File: src/rtl/seg_ctrl_pkg.sv
// -----------------------------------------------------------------------------
// seg_ctrl_pkg
// Shared types and constants for the two-digit counter/scan display controller.
//   scan_state_t  : display scan sequence states
//   AN_*          : active-low digit-enable patterns (an[0] = ones, an[1] = tens)
//   COUNT_W       : width of the count value
//   SEG_CODE_ZERO : sevenseg encoding of digit 0, used as the reset value of
//                   the registered segment bus
// -----------------------------------------------------------------------------
package seg_ctrl_pkg;

   typedef enum logic [1:0] {
      SHOW_ONES = 2'd0,
      BLANK_A   = 2'd1,
      SHOW_TENS = 2'd2,
      BLANK_B   = 2'd3
   } scan_state_t;

   localparam logic [1:0] AN_OFF  = 2'b11;
   localparam logic [1:0] AN_ONES = 2'b10;
   localparam logic [1:0] AN_TENS = 2'b01;

   localparam int COUNT_W = 6;

   // Must match the sevenseg table for digit 0 (segments a..f lit).
   localparam logic [6:0] SEG_CODE_ZERO = 7'h3F;

endpackage

File: src/rtl/sevenseg.sv
// -----------------------------------------------------------------------------
// sevenseg
// Combinational BCD digit to 7-segment encoder, active-high segments,
// seg[0] = a ... seg[6] = g. Non-decimal inputs produce a dark digit.
//   digit : 4-bit digit value
//   seg   : segment pattern
// -----------------------------------------------------------------------------
module sevenseg (
   input  logic [3:0] digit,
   output logic [6:0] seg
);

   always_comb begin
      seg = 7'h00;
      case (digit)
         4'd0: seg = 7'h3F;
         4'd1: seg = 7'h06;
         4'd2: seg = 7'h5B;
         4'd3: seg = 7'h4F;
         4'd4: seg = 7'h66;
         4'd5: seg = 7'h6D;
         4'd6: seg = 7'h7D;
         4'd7: seg = 7'h07;
         4'd8: seg = 7'h7F;
         4'd9: seg = 7'h6F;
         default: seg = 7'h00;
      endcase
   end

endmodule

File: src/rtl/sevenseg2.sv
// -----------------------------------------------------------------------------
// sevenseg2
// Splits a 0..63 value into ones and tens digits and encodes each through a
// sevenseg instance.
//   value    : binary value (tens digit is 0..6)
//   seg_ones : sevenseg code of value % 10
//   seg_tens : sevenseg code of value / 10
// -----------------------------------------------------------------------------
module sevenseg2 (
   input  logic [5:0] value,
   output logic [6:0] seg_ones,
   output logic [6:0] seg_tens
);

   logic [3:0] digit [2];
   logic [6:0] code  [2];

   assign digit[0] = 4'(value % 6'd10);
   assign digit[1] = 4'(value / 6'd10);

   for (genvar gi = 0; gi < 2; gi++) begin : g_digit
      sevenseg u_enc (
         .digit (digit[gi]),
         .seg   (code[gi])
      );
   end

   assign seg_ones = code[0];
   assign seg_tens = code[1];

endmodule

File: src/rtl/tick_gen.sv
// -----------------------------------------------------------------------------
// tick_gen
// Prescaler: counts 0..PRESCALE-1 while enabled, holds while disabled.
// tick is high for the cycle the prescaler sits at PRESCALE-1 with enable=1.
//   clk    : system clock
//   reset  : synchronous active-high reset (prescaler -> 0)
//   enable : run the prescaler
//   clear  : restart the prescaler from 0 (used by count load)
//   tick   : one-cycle count tick
// -----------------------------------------------------------------------------
module tick_gen #(
   parameter int PRESCALE = 50_000_000
) (
   input  logic clk,
   input  logic reset,
   input  logic enable,
   input  logic clear,
   output logic tick
);

   localparam int PSC_W = $clog2(PRESCALE);
   localparam logic [PSC_W-1:0] PSC_LAST = PSC_W'(PRESCALE - 1);

   logic [PSC_W-1:0] psc_reg;
   logic [PSC_W-1:0] psc_next;

   assign tick = enable && (psc_reg == PSC_LAST);

   always_comb begin
      psc_next = psc_reg;
      if (clear) begin
         psc_next = '0;
      end else if (enable) begin
         psc_next = tick ? '0 : psc_reg + 1'b1;
      end
   end

   always_ff @(posedge clk) begin
      if (reset) begin
         psc_reg <= '0;
      end else begin
         psc_reg <= psc_next;
      end
   end

endmodule

File: src/rtl/seg_count_scan_ctrl.sv
// -----------------------------------------------------------------------------
// seg_count_scan_ctrl
// 0..MAX_COUNT up/down counter driven by a prescaled tick, shown on a
// two-digit multiplexed 7-segment display through one shared segment bus.
//   clk        : system clock
//   reset      : synchronous active-high reset
//   enable     : 1 = prescaler runs, 0 = count frozen (scan keeps running)
//   up         : count direction, sampled at each tick
//   load       : single-cycle load strobe (wins over a simultaneous tick)
//   load_value : value to load, clamped to MAX_COUNT
//   count      : current count
//   wrap       : one-cycle pulse on wrap-around
//   seg        : registered segment bus (sevenseg encoding)
//   an         : active-low digit enables, an[0] = ones, an[1] = tens
// Build option: define LEADING_ZERO_BLANK_EN to keep the tens digit dark
// while count < 10.
// -----------------------------------------------------------------------------
module seg_count_scan_ctrl
   import seg_ctrl_pkg::*;
#(
   parameter int PRESCALE  = 50_000_000,
   parameter int SCAN_DIV  = 50_000,
   parameter int BLANK_CYC = 500,
   parameter int MAX_COUNT = 59
) (
   input  logic               clk,
   input  logic               reset,
   input  logic               enable,
   input  logic               up,
   input  logic               load,
   input  logic [COUNT_W-1:0] load_value,
   output logic [COUNT_W-1:0] count,
   output logic               wrap,
   output logic [6:0]         seg,
   output logic [1:0]         an
);

   localparam logic [COUNT_W-1:0] MAX_C = COUNT_W'(MAX_COUNT);
   localparam int SLOT_MAX = (SCAN_DIV > BLANK_CYC) ? SCAN_DIV : BLANK_CYC;
   localparam int SLOT_W   = (SLOT_MAX > 1) ? $clog2(SLOT_MAX) : 1;
   localparam logic [SLOT_W-1:0] SCAN_LAST  = SLOT_W'(SCAN_DIV - 1);
   localparam logic [SLOT_W-1:0] BLANK_LAST = SLOT_W'(BLANK_CYC - 1);

   logic               tick;
   logic [COUNT_W-1:0] count_reg, count_next;
   logic               wrap_reg, wrap_next;
   scan_state_t        state_reg, state_next;
   logic [SLOT_W-1:0]  slot_reg, slot_next;
   logic [1:0]         an_reg, an_next;
   logic [6:0]         seg_reg, seg_next;
   logic [6:0]         seg_ones, seg_tens;

   // Load restarts the prescaler so the next change is a full period away.
   tick_gen #(
      .PRESCALE (PRESCALE)
   ) u_tick_gen (
      .clk    (clk),
      .reset  (reset),
      .enable (enable),
      .clear  (load),
      .tick   (tick)
   );

   sevenseg2 u_digits (
      .value    (count_reg),
      .seg_ones (seg_ones),
      .seg_tens (seg_tens)
   );

   // ---------------------------------------------------------------- counter
   always_comb begin
      count_next = count_reg;
      wrap_next  = 1'b0;
      if (load) begin
         count_next = (load_value > MAX_C) ? MAX_C : load_value;
      end else if (tick) begin
         if (up) begin
            if (count_reg == MAX_C) begin
               count_next = '0;
               wrap_next  = 1'b1;
            end else begin
               count_next = count_reg + 1'b1;
            end
         end else begin
            if (count_reg == '0) begin
               count_next = MAX_C;
               wrap_next  = 1'b1;
            end else begin
               count_next = count_reg - 1'b1;
            end
         end
      end
   end

   always_ff @(posedge clk) begin
      if (reset) begin
         count_reg <= '0;
         wrap_reg  <= 1'b0;
      end else begin
         count_reg <= count_next;
         wrap_reg  <= wrap_next;
      end
   end

   // --------------------------------------------------------------- scan FSM
   // Outputs are decoded from the state being entered so an/seg change on the
   // same edge as the state. In SHOW slots seg follows count every cycle,
   // giving exactly one cycle of latency after a count update.
   always_comb begin
      state_next = state_reg;
      slot_next  = slot_reg + 1'b1;
      an_next    = an_reg;
      seg_next   = seg_reg;

      case (state_reg)
         SHOW_ONES: if (slot_reg == SCAN_LAST) begin
            state_next = BLANK_A;
            slot_next  = '0;
         end
         BLANK_A: if (slot_reg == BLANK_LAST) begin
            state_next = SHOW_TENS;
            slot_next  = '0;
         end
         SHOW_TENS: if (slot_reg == SCAN_LAST) begin
            state_next = BLANK_B;
            slot_next  = '0;
         end
         BLANK_B: if (slot_reg == BLANK_LAST) begin
            state_next = SHOW_ONES;
            slot_next  = '0;
         end
         default: begin
            state_next = SHOW_ONES;
            slot_next  = '0;
         end
      endcase

      case (state_next)
         SHOW_ONES: begin
            an_next  = AN_ONES;
            seg_next = seg_ones;
         end
         SHOW_TENS: begin
            an_next  = AN_TENS;
            seg_next = seg_tens;
`ifdef LEADING_ZERO_BLANK_EN
            if (count_reg < COUNT_W'(10)) begin
               an_next = AN_OFF;
            end
`endif
         end
         default: begin
            an_next = AN_OFF;
         end
      endcase
   end

   always_ff @(posedge clk) begin
      if (reset) begin
         state_reg <= SHOW_ONES;
         slot_reg  <= '0;
         an_reg    <= AN_ONES;
         seg_reg   <= SEG_CODE_ZERO;
      end else begin
         state_reg <= state_next;
         slot_reg  <= slot_next;
         an_reg    <= an_next;
         seg_reg   <= seg_next;
      end
   end

   assign count = count_reg;
   assign wrap  = wrap_reg;
   assign seg   = seg_reg;
   assign an    = an_reg;

endmodule

File: config.mk
export PLATFORM = sky130hd
export DESIGN_NAME = seg_count_scan_ctrl
export DESIGN_NICKNAME = d
export VERILOG_FILES = /design/src/rtl/seg_ctrl_pkg.sv /design/src/rtl/sevenseg.sv /design/src/rtl/sevenseg2.sv /design/src/rtl/tick_gen.sv /design/src/rtl/seg_count_scan_ctrl.sv
export SDC_FILE = /design/constraint.sdc
export NUM_CORES = 1
export LEC_CHECK = 0
export CAP_MARGIN = 20
export CORE_UTILIZATION = 50
export CTS_CLUSTER_DIAMETER = 120
export DETAILED_ROUTE_END_ITERATION = 8
export MAX_ROUTING_LAYER = met4
export PLACE_DENSITY = 0.69
export RECOVER_POWER = 100
export REMOVE_ABC_BUFFERS = 1
export SLEW_MARGIN = 40
export SYNTH_ARGS = -nofsm -noshare
export SYNTH_HDL_FRONTEND = slang
export SYNTH_HIERARCHICAL = 1
export SYNTH_SLANG_ARGS = --single-unit
File: constraint.sdc
create_clock -name clk -period 4.7 [get_ports clk]
set_input_delay 0.47 -clock clk [delete_from_list [all_inputs] [get_ports clk]]
set_output_delay 0.47 -clock clk [all_outputs]
set_load 0.01 [all_outputs]
-- After elaboration in Yosys (flattened, before gate mapping)
Memories as Yosys holds them, arrays and structs flattened.
Cells that the tools add are included.
- register bits after elaboration: 60
- bits in read-only memories: 224
- bits of input ports: 11
- output and inout port bits: 16
- word-level logic and storage cells: 55
- memories: 2
- add/subtract/negate cells: 4
- divide/modulo/power cells: 2
- magnitude comparators: 1
- equality and inequality tests: 8
- mux-type cells: 20
- bitwise gates (word level): 1
- reduce and logical (&&, ||, !) cells: 10
- memories (name ; words ; width ; read ports ; clocked after Yosys merged registers in ; wr ports ; RTL line ; RTL):
    (no name shown) ; 16 ; 7 ; 1 ; 0 ; 0 ; sevenseg.sv:15 ; case (digit)
    (no name shown) ; 16 ; 7 ; 1 ; 0 ; 0 ; sevenseg.sv:15 ;
- operator list (kind ; count):
    $mux 6 ; 6
    $mux 16 ; 2
    $pmux 16 s2 ; 1
    $add 26x1->26 const B ; 1
    $eq 26x26->1 const B ; 1
    $mux 26 ; 1
    $add 16x1->16 const B ; 1
    $eq 16x16->1 const B ; 1
    $eq 16x9->1 const B ; 1
    $pmux 7 s2 ; 1
    $mux 2 ; 4
    $pmux 2 s4 ; 1
    $add 6x1->6 const B ; 1
    $div 6x4->6 const B ; 1
    $eq 2x2->1 const B ; 3
    $eq 6x6->1 const B ; 1
    $gt 6x6->1 const B ; 1
    $logic_not 6->1 ; 1
    $mod 6x4->6 const B ; 1
    $reduce_or 2->1 ; 3
    $sub 6x1->6 const B ; 1
    $logic_not 2->1 ; 2
    $pmux 2 s2 ; 1
    $reduce_bool 2->1 ; 2
    5 further kinds ; 7

-- Longest topological paths before layout
- depth after elaboration: 5
- depth in mapped cells: 14
- mapped depth without buffers: 13

-- Modules after synthesis
The synthesis kept the hierarchy.
- modules (own cells, without submodules) (module ; times used ; cells each ; area an instance (um^2) ; sequential area each (um^2)):
    seg_count_scan_ctrl ; 1 ; 214 ; 1869.3 ; 680.7
    tick_gen ; 1 ; 156 ; 1343.8 ; 520.5
    sevenseg2 ; 1 ; 51 ; 331.6 ; 0.0
    sevenseg (u_digits.g_digit[1].u_enc) ; 1 ; 28 ; 219.0 ; 0.0
    sevenseg (u_digits.g_digit[0].u_enc) ; 1 ; 26 ; 201.4 ; 0.0

-- Worst setup path after synthesis
OpenSTA, ideal clock, no wires.
- path type: reg2reg
- start point: register count_reg[3] (netlist: count[3])
- end point: register seg_reg[6] (netlist: seg[6])
- setup time: 133 ps
- arrival: 2466 ps
- required time: 4567 ps
- slack: 2101 ps
- cell stages (with the launch flop): 14
- path buffers: 1
- clock period less this slack: 2599 ps
- path through: dfxtp_1 buf_6 or2b_1 o211ai_1 o21ai_0 ha_1 nor3b_1 nor2_1 o211ai_1 inv_1 nand2_1 o22ai_1 mux2i_1 a211oi_2
- RTL lines (what ; RTL line ; RTL):
    from (decl) ; seg_count_scan_ctrl.sv:45 ; logic [COUNT_W-1:0] count_reg, count_next;
    from (signal assigned) ; seg_count_scan_ctrl.sv:100 ; count_reg <= count_next;
    to (signal assigned) ; seg_count_scan_ctrl.sv:168 ; seg_reg <= seg_next;
    to (decl) ; seg_count_scan_ctrl.sv:50 ; logic [6:0] seg_reg, seg_next;

==> reports/results.ini <==
[sta]
fmax_ghz=0.315
rsz0062_at_grt=false
post-route-period-util_pct=67.5
setup_viol=0
slew_viol_final=0
final.min_clock_period_ns=3.17
relSlewSlack_pct=27.5
fin_setup_tns_ns=0
finClkSkew_ns=0.00905
hold_viol=0
tightest_slew_ns=1.08

[critical_path]
critical_path_class=reg2reg
worst_setup_path_end_kind=flop
crit_path_frequent_cell=o21ai_0
crit_path_top_delay_cell=dfxtp_1
startpoint_type=flop
crit_family=compound AO/OA/AOI/OAI gates
crit_chain=nand2b_1 -> xnor2_1 -> o21ai_0 -> ha_1 -> nor3b_1 -> nor2_1 -> o211ai_1 -> inv_1 -> o21ai_0 -> o21ai_0 -> mux2i_1 -> a21oi_1
crit_buf_inv=1
r2r_setup_slack_ns=1.53
reg2regPathDepth=12
arrival_ns=3.39
worstPathRequired_ns=4.92
r2r-end=seg[1]
crit_fanout=21
timing.critical_path.from=count[3]
r2r-start=count[3]
slowest_delay_ns=0.74

[outcome]
status=finished clean

[floorplanning]
die_height_um=91.1
core-area_mm2=0.00769
die_area_mm2=0.00829
io_pins=27
num_rows=32
initial_core_util_pct=51.6
die_w_um=91.1

[cts]
cts_tree=yes
cts_hold_buf=0
cts.clk_slew.worst_paths_ns=0.07
cts_root_buffer=clkbuf_8
worstSkewPairLatency_ns=0.33
cts-resized-gates=0
cts_made_buffers=9
cts.sinks=60
post-cts-setup-buffers=0
clk_path_buf_depth=2
h-tree-depth=3

[layout]
nFillCells=724
layout.nets=518
drive_gt1_share_pct=8.70
largest_register_ffs=26
n_antenna_cell=0
utilization_pct=56.6
syn_to_final_growth_pct=9.78

[routing]
drc=0
firstDrtPassIters=5
wl_per_cell_um=13.5
route.vias.total=3351
vias_per_cell=5.62
drtIter0Drc=142
postRouteAntennaNets=0
wl_um=8030

[synth]
syn_avg_cell_area_um2=8.35
postSynthCellCount=475
ys_top_cells_by_area=dfxtp_1 30%, ha_1 5.7%, nor2_1 4.9%, xor2_1 4.4%, a21oi_1 3.8%
synth_edf_count=0
yosys.area.top_type_share_pct=30.3
ys_types=75
yosysWarnings=6
synthFlopType=dfxtp_1
synth-seq-cells=60
yosys.area.top_type=dfxtp_1
synth-seq-area-share_pct=30.3
syn_area_mm2=0.00397
async_reset_ff_share_pct=0

[place]
io_buffers=26
place_congestion=0.825
hpwlAfterDp_um=5620

[worst_hold_path]
min_delay_path_depth=1
min_to=slot_reg[0]
hold_class=reg2reg
worstHoldStart=slot_reg[0]

[power]
ir_worst_vdd_v=0.000192
powerDensity_mw_per_mm2=283
p_leak_nw=1.57

[run]
maxCapViolations=0

[global_routing]
grt_max_degree=28
grt.overflow.total=0
grt_pass1_vias=3033
grt_usage_pct=19.9
grt_pass1_wl_um=13200
antenna_found_initial=0

## cells in the final DEF (no fill, tap or decap), types with 3 or more instances in the layout
cell type / instances
a21o_1: 3
a21oi_1: 32
a31oi_1: 3
and2_1: 3
and4_1: 7
clkbuf_8: 11
clkdlybuf4s50_1: 9
clkinv_2: 4
dfxtp_1: 60
dlygate4sd3_1: 16
ha_1: 18
inv_1: 18
mux2i_1: 10
nand2_1: 24
nand2b_1: 5
nand3_1: 21
nand3b_1: 5
nand4_1: 15
nor2_1: 52
nor3_1: 12
nor3b_1: 4
nor4_1: 3
nor4b_1: 5
o211ai_1: 5
o21ai_0: 27
o22ai_1: 7
o31ai_1: 5
or3_1: 12
or4_1: 4
xnor2_1: 13
xor2_1: 20
## layer usage
| layer | GRT usage [%] | vias to the layer above | part of all wire [%] |
|---|---|---|---|
| li1 | - | 1743 | - |
| met1 | 24.2 | 1556 | 48 |
| met2 | 32.9 | 46 | 47 |
| met3 | 5.28 | 6 | 3.6 |
| met4 | 4.37 | 0 | 0.60 |
| met5 | - | - | 0 |
## stage by stage
stage	hold WS, ns	area [um2]	cells	total power, W	setup slack (ns)
2_1_floorplan	0.436	3790	450	0.000708	1.91
3_3_place_gp	0.448	4190	580	0.000780	1.59
3_5_place_dp	0.456	4190	580	0.000787	1.52
4_1_cts	0.473	4390	596	0.00126	1.56
5_1_grt	0.493	4350	596	0.00129	1.29
6_report	0.466	4350	596	0.00123	1.53
## where the power goes
part           internal [W]  leakage [nW]  switching [W]
logic              0.000101         0.969       0.000115
clock network      0.000270         0.109       0.000197
registers          0.000526         0.487      0.0000223
## synthesized netlist by cell type (3+ instances only)
cell / instances
nand3_1: 21
nor2_1: 52
o22ai_1: 7
and4_1: 6
a21oi_1: 30
inv_1: 18
clkbuf_1: 10
nor3_1: 12
ha_1: 18
a21oi_2: 4
o31ai_1: 4
a21o_1: 3
or4_1: 4
buf_6: 8
a31oi_1: 3
dfxtp_1: 60
nand3b_1: 5
and2_1: 3
nor3b_1: 4
xnor2_1: 13
o211ai_1: 5
mux2i_1: 10
or3_1: 12
nor4b_1: 5
o21ai_0: 27
nand2_1: 24
buf_2: 6
xor2_1: 20
nand2b_1: 5
nor4_1: 3
nand4_1: 15
## how the worst max path moves through the flow
stage | endpoint | slack [ns] | cells after the start
after floorplan | seg[6] | 1.91 | 12
after global placement | count[2] | 1.59 | 7
after detailed placement | count[2] | 1.52 | 7
after CTS | seg[1] | 1.56 | 12
after global routing | seg[3] | 1.29 | 12
final | seg[1] | 1.53 | 12
## cell type report
type	instances	area (um2)	share of cell area [%]
flip-flops and latches	60	1200	27.6
clock buffers	11	151	3.48
well taps	102	128	2.93
clock inverters	5	50.0	1.15
repair buffers	28	263	6.04
multi-input cells	371	2490	57.2
inverters	19	71.3	1.64
## worst register-to-register path: stages (launching register included)
cell      delay, ns
dfxtp_1        0.74
nand2b_1       0.39
xnor2_1        0.16
o21ai_0        0.09
ha_1           0.23
nor3b_1        0.23
nor2_1         0.06
o211ai_1       0.40
inv_1          0.17
o21ai_0        0.20
o21ai_0        0.14
mux2i_1        0.16
a21oi_1        0.08
## cell families after synthesis
family / Yosys count / share of synthesized area [%]
AND/OR/NAND/NOR: 199 / 29.3
AO/OA/AOI/OAI: 109 / 17.8
flip-flops: 60 / 30.3
buffers and inverters: 44 / 6.28
XOR/XNOR: 34 / 7.98
adder cells (fa/ha/maj): 18 / 5.68
multiplexers: 10 / 2.52
other: 1 / 0.0946
Power figures use the tool's default switching activity.
